[src/rtl/pipe_hazard_ctrl.sv]
// Pipeline sequencing controller for the 4-stage 8-bit core: drives inter-stage
// register enables/flushes for load-use, taken branches, memory waits, HALT and timeout.
module pipe_hazard_ctrl #(
    parameter int REG_ADDR_W  = 3,
    parameter int MEM_TIMEOUT = 64
) (
    input  logic                  clk,
    input  logic                  reset,
    input  logic                  id_valid,
    input  logic                  id_use_a,
    input  logic                  id_use_b,
    input  logic [REG_ADDR_W-1:0] id_src_a,
    input  logic [REG_ADDR_W-1:0] id_src_b,
    input  logic                  ex_valid,
    input  logic                  ex_read_mem,
    input  logic [REG_ADDR_W-1:0] ex_dst,
    input  logic                  ex_branch_taken,
    input  logic                  ex_halt,
    input  logic                  mem_busy,
    input  logic                  resume,
    output logic                  pc_en,
    output logic                  pc_load,
    output logic                  if_id_en,
    output logic                  if_id_flush,
    output logic                  id_ex_en,
    output logic                  id_ex_flush,
    output logic                  ex_mem_en,
    output logic                  halted,
    output logic                  err,
    output logic [15:0]           stall_cnt
);

    localparam logic [1:0] ST_RUN      = 2'd0;
    localparam logic [1:0] ST_MEM_WAIT = 2'd1;
    localparam logic [1:0] ST_HALT     = 2'd2;
    localparam logic [1:0] ST_ERR      = 2'd3;

    localparam logic [7:0] WAIT_LAST = 8'(MEM_TIMEOUT - 1);

    logic [1:0]  state_q, state_d;
    logic [7:0]  wait_cnt_q, wait_cnt_d;
    logic [15:0] stall_cnt_q, stall_cnt_d;

    logic load_use;
    logic pc_en_c, pc_load_c, if_id_en_c, if_id_flush_c;
    logic id_ex_en_c, id_ex_flush_c, ex_mem_en_c, halted_c, err_c;

    assign load_use = id_valid & ex_valid & ex_read_mem &
                      ((id_use_a & (id_src_a == ex_dst)) |
                       (id_use_b & (id_src_b == ex_dst)));

    always_comb begin
        state_d       = state_q;
        wait_cnt_d    = wait_cnt_q;
        pc_en_c       = 1'b0;
        pc_load_c     = 1'b0;
        if_id_en_c    = 1'b0;
        if_id_flush_c = 1'b0;
        id_ex_en_c    = 1'b0;
        id_ex_flush_c = 1'b0;
        ex_mem_en_c   = 1'b0;
        halted_c      = 1'b0;
        err_c         = 1'b0;
        case (state_q)
            ST_RUN, ST_MEM_WAIT: begin
                if (mem_busy) begin
                    // Whole pipe frozen; wait_cnt is 0 in RUN so the first busy cycle lands on 1.
                    if (wait_cnt_q == WAIT_LAST) begin
                        state_d = ST_ERR;
                    end else begin
                        state_d    = ST_MEM_WAIT;
                        wait_cnt_d = wait_cnt_q + 8'd1;
                    end
                end else begin
                    state_d     = ST_RUN;
                    wait_cnt_d  = 8'd0;
                    pc_en_c     = 1'b1;
                    if_id_en_c  = 1'b1;
                    id_ex_en_c  = 1'b1;
                    ex_mem_en_c = 1'b1;
                    if (ex_branch_taken) begin
                        pc_load_c     = 1'b1;
                        if_id_flush_c = 1'b1;
                        id_ex_flush_c = 1'b1;
                    end else if (ex_valid && ex_halt) begin
                        pc_en_c       = 1'b0;
                        if_id_en_c    = 1'b0;
                        id_ex_flush_c = 1'b1;
                        state_d       = ST_HALT;
                    end else if (load_use) begin
                        pc_en_c       = 1'b0;
                        if_id_en_c    = 1'b0;
                        id_ex_flush_c = 1'b1;
                    end
                end
            end
            ST_HALT: begin
                halted_c   = 1'b1;
                wait_cnt_d = 8'd0;
                if (resume) begin
                    state_d = ST_RUN;
                end
            end
            ST_ERR: begin
                err_c = 1'b1;
            end
            default: begin
                state_d    = ST_RUN;
                wait_cnt_d = 8'd0;
            end
        endcase
    end

    always_comb begin
        stall_cnt_d = stall_cnt_q;
        if (((state_q == ST_RUN) || (state_q == ST_MEM_WAIT)) && !pc_en_c &&
            (stall_cnt_q != 16'hFFFF)) begin
            stall_cnt_d = stall_cnt_q + 16'd1;
        end
    end

    always_ff @(posedge clk or posedge reset) begin
        if (reset) begin
            state_q     <= ST_RUN;
            wait_cnt_q  <= 8'd0;
            stall_cnt_q <= 16'd0;
        end else begin
            state_q     <= state_d;
            wait_cnt_q  <= wait_cnt_d;
            stall_cnt_q <= stall_cnt_d;
        end
    end

    // Outputs are forced quiet for as long as reset is held, independent of the clock.
    assign pc_en       = pc_en_c & ~reset;
    assign pc_load     = pc_load_c & ~reset;
    assign if_id_en    = if_id_en_c & ~reset;
    assign if_id_flush = if_id_flush_c & ~reset;
    assign id_ex_en    = id_ex_en_c & ~reset;
    assign id_ex_flush = id_ex_flush_c & ~reset;
    assign ex_mem_en   = ex_mem_en_c & ~reset;
    assign halted      = halted_c & ~reset;
    assign err         = err_c & ~reset;
    assign stall_cnt   = stall_cnt_q;

endmodule

[config.mk]
export PLATFORM = sky130hd
export DESIGN_NAME = pipe_hazard_ctrl
export DESIGN_NICKNAME = d
export VERILOG_FILES = /design/src/rtl/pipe_hazard_ctrl.sv
export SDC_FILE = /design/constraint.sdc
export NUM_CORES = 1
export LEC_CHECK = 0
export ABC_AREA = 0
export CORE_ASPECT_RATIO = 1.4
export CORE_UTILIZATION = 44
export CTS_BUF_LIST = sky130_fd_sc_hd__clkbuf_2
export CTS_CLUSTER_SIZE = 12
export DETAILED_ROUTE_END_ITERATION = 6
export GPL_TIMING_DRIVEN = 1
export PLACE_DENSITY = 0.85
export SLEW_MARGIN = 20
export SYNTH_ARGS = -nofsm -noshare
export SYNTH_HDL_FRONTEND = slang
export SYNTH_SLANG_ARGS = --single-unit
[constraint.sdc]
create_clock -name clk -period 1.9 [get_ports clk]
set_clock_uncertainty 0.1 [all_clocks]
set_input_delay 0.38 -clock clk [delete_from_list [all_inputs] [get_ports clk]]
set_output_delay 0.38 -clock clk [all_outputs]
set_load 0.05 [all_outputs]
==> out/results.md <==
| Parameter | This run |
|---|---|
| Antenna diode instance count | 0 |
| Post-layout utilization of the core | 79.8% |
| Overall overflow remaining after global route | 0 |
| Count of unique library cells instantiated by Yosys | 38 |
| Number of H-tree levels | 1 |
| Number of standard-cell rows in the floorplan | 24 |
| Synthesis warning total | 0 |
| Leakage Power | 0.00117 µW |
| Total routing usage reported by global routing | 27.3% |
| Final setup violation count | 9 |
| Post-route setup slack | -0.121 ns |
| Area fraction of the dominant cell type after synthesis | 43.6% |
| Layout cells sized above 1 | 56.6% |
| Gp weighted congestion | 0.825 |
| Mapped Cells | 155 |
| Hold violation count in the final report | 0 |
| Number of buffers between clock root and the deepest sink | 2 |
| I/O pin count | 45 |
| P&R area growth vs syn | 70.1% |
| Max-slew violation count | 0 |
| CTS buffer count | 3 |
| Worst IR drop on VDD | 1.14 mV |
| Reg power frac | 29.5% |
| Chip width | 51.2 µm |
| CP Launch Type | input pin |
| Outcome | finished, violations left |
| Global-route wire length before repair | 7470 µm |
| Avg Cell Area, Syn | 9.63 µm² |
| Net load switching power | 1130 µW |
| Slew at the pin with the worst max-slew slack | 0.352 ns |
| DP HPWL | 3240 µm |
| Crit path DAT | 1.54 ns |
| Achievable frequency | 495 MHz |
| CTS root buf | sky130_fd_sc_hd__clkbuf_2 |
| TritonRoute pass-1 iters | 4 |
| Post-route DRC | 0 |
| Kind of critical path | input pin to output port |
| Post-synthesis sequential area ratio | 43.6% |
| Crit path max fanout | 2 |
| MaxCap Viol Count | 0 |
| Switching Fraction | 43.0% |
| Number of DRC markers after the initial detailed-route iteration | 59 |
| Area contributors post-synth | sky130_fd_sc_hd__dfrtp_1 44%, sky130_fd_sc_hd__xor2_1 7.0%, sky130_fd_sc_hd__xnor2_1 5.3% |
| Final period util | 106% |
| Total number of vias | 1541 |
| Shortest period the worst path allows | 2.02 ns |
| TritonCTS sink count | 26 |
| Number of buffers inserted by hold repair at cts | 0 |
| Count of nets after finishing | 265 |
| Kind of capture point of the worst setup path | output port |
| Floorplan Core Area | 3180 µm² |
| Pwr per Cell Area | 1040 nW/µm² |
| Violations in the final reports | negative setup slack |
| Die area | 3630 µm² |
| CP required | 1.42 ns |
| Count of buffers from port buffering | 44 |
| Routed vias/inst | 5.48 |
| Number of antenna-violating nets in the routed design | 0 |
| Final Routed Wirelength | 5110 µm |
| Antenna violations before repair | 0 |
| Setup repair after global routing missed its margin | yes |
| CTS tree | done |
| Die span in y | 70.9 µm |
| Clock share of power | 13.8% |
| Relative slew slack | 76.5% |
| Proportion of power drawn by combinational gates | 56.7% |
| Maximum number of pins on one net before global-route repair | 27 |
| Synthesized netlist net count | 177 |
| Insertion delay of the later-clocked pin in the worst-skew pair | 0.37 ns |
| Clock transition at the registers of the reported paths | 0.26 ns |
| Via count of the first global-routing pass | 1670 |
| Path category of the worst min-delay check | input pin to async pin |
| Flip-flop and latch count after synthesis | 26 |
| Cell Area, Synth | 1490 µm² |
| Average wire per cell in the routed design | 18.2 µm |
| Library cell with the largest summed area after synthesis | sky130_fd_sc_hd__dfrtp_1 |
| Initial standard-cell utilization of the core | 46.9% |
| Overall power consumption | 2640 µW |
| Power Internal | 1510 µW |
==> Yosys cell counts, drive strengths merged <==
cell and count:
nand4 6, o22a 1, buf 4, a21oi 7
nand4b 1, clkbuf 3, nor2 14, xnor2 9
mux2 1, a22o 1, nand3 6, o21a 1
and2 3, nor3 6, o21ai 6, or4 2
dfrtp 26, nor2b 2, nor4 2, inv 4
a2111oi 1, a41oi 1, xor2 12, nor4b 1
or3b 1, and3 1, nand2b 4, and4 1
a21boi 1, a32o 1, ha 2, a31oi 2
nand2 20, o31ai 2
==> registers in the layout, indices dropped and copies added, names as in the netlist <==
register    count
wait_cnt_q      8
state_q         2
stall_cnt      16
==> power groups by stage <==
stage / clock network [µW] / logic (µW) / registers [µW]
2_1_floorplan: 0 / 554 / 1020
3_3_place_gp: 0 / 1250 / 773
3_5_place_dp: 0 / 1290 / 780
4_1_cts: 360 / 1390 / 765
5_1_grt: 389 / 1570 / 791
6_report: 363 / 1500 / 779
==> layout by cell type, fill, tap and decap left out, types with 2 or more instances in the layout <==
cell                               n
sky130_fd_sc_hd__nor2_2            6
sky130_fd_sc_hd__xnor2_1           3
sky130_fd_sc_hd__nand3_1           5
sky130_fd_sc_hd__buf_6             4
sky130_fd_sc_hd__o21ai_0           4
sky130_fd_sc_hd__dlygate4sd2_1     8
sky130_fd_sc_hd__dfrtp_1          15
sky130_fd_sc_hd__clkbuf_2          3
sky130_fd_sc_hd__buf_12            6
sky130_fd_sc_hd__clkdlybuf4s50_1   2
sky130_fd_sc_hd__nor4_2            2
sky130_fd_sc_hd__and2_4            2
sky130_fd_sc_hd__or4_4             2
sky130_fd_sc_hd__nand2b_1          2
sky130_fd_sc_hd__a31oi_1           2
sky130_fd_sc_hd__nand2b_4          2
sky130_fd_sc_hd__a21oi_1           6
sky130_fd_sc_hd__nand2_2           3
sky130_fd_sc_hd__o31ai_1           2
sky130_fd_sc_hd__nand4_1           6
sky130_fd_sc_hd__xor2_1           12
sky130_fd_sc_hd__nor2_1            8
sky130_fd_sc_hd__nor2b_1           2
sky130_fd_sc_hd__dfrtp_2          11
sky130_fd_sc_hd__inv_1             2
sky130_fd_sc_hd__nor3_2            4
sky130_fd_sc_hd__buf_4            59
sky130_fd_sc_hd__nand2_1          16
sky130_fd_sc_hd__xnor2_2           6
sky130_fd_sc_hd__buf_2             5
sky130_fd_sc_hd__buf_8             5
==> cell type report <==
cell class | instances | area (µm²)
Multi-Input combinational cell | 119 | 963
Timing Repair Buffer | 89 | 798
Sequential cell | 26 | 664
Fill cell | 178 | 644
Tap cell | 39 | 48.8
Clock inverter | 1 | 30.0
Inverter | 4 | 18.8
Clock buffer | 3 | 15.0
==> critical path, stage by stage <==
cell                       delay, ns
sky130_fd_sc_hd__buf_8          0.11
sky130_fd_sc_hd__xnor2_2        0.16
sky130_fd_sc_hd__nand4_1        0.16
sky130_fd_sc_hd__a21oi_2        0.21
sky130_fd_sc_hd__nor2_2         0.08
sky130_fd_sc_hd__nand2b_4       0.15
sky130_fd_sc_hd__a21boi_4       0.15
sky130_fd_sc_hd__buf_12         0.15
==> per-layer routing <==
metal	track usage (%)	routed length (µm)	vias to the layer above
met5	0	0	-
met4	12.6	247	0
met3	3.87	142	26
met2	53.7	2930	56
met1	26.6	1790	746
li1	-	-	713
==> what timing repair did <==
item | CTS | global route
setup endpoints to repair | 28 | 20
resized for setup | 67 | 17
cloned | 1 | 0
pin swaps | 16 | 12
setup buffers | 6 | 4
==> stage by stage <==
step	hold WS [ns]	std cells	setup TNS [ns]	setup slack, ns	instance area [µm²]
2_1_floorplan	0.173	155	-2.19	-0.290	1580
3_3_place_gp	0.388	266	-10.47	-0.607	2280
3_5_place_dp	0.403	266	-11.60	-0.662	2280
4_1_cts	0.249	277	-0.0577	-0.0535	2430
5_1_grt	0.259	281	-1.03	-0.180	2540
6_report	0.257	281	-0.449	-0.121	2540
==> cell families (layout without fill, tap and decap cells) <==
group | Yosys count | count (layout) | synth area share, %
XOR/XNOR | 21 | 21 | 12.3
flip-flops | 26 | 26 | 43.6
buffers and inverters | 11 | 97 | 4.02
multiplexers | 1 | 1 | 0.754
adder cells (fa/ha/maj) | 2 | 2 | 1.68
AND/OR/NAND/NOR | 70 | 70 | 25.9
AO/OA/AOI/OAI | 24 | 25 | 11.7
==> final timing paths <==
path / startpoint / endpoint / slack, ns / cells after the start
min in group clk: wait_cnt_q[3] / wait_cnt_q[3] / 0.44 / 1
setup reg to reg: state_q[1] / stall_cnt[11] / -0.02 / 7
setup / recovery: ex_dst[2] / id_ex_flush / -0.12 / 8
hold / removal: reset / state_q[1] / 0.26 / 4
hold reg to reg: wait_cnt_q[3] / wait_cnt_q[3] / 0.44 / 1
max in group asynchronous: reset / stall_cnt[5] / 1.17 / 4
(Power assumes the default switching activity.)
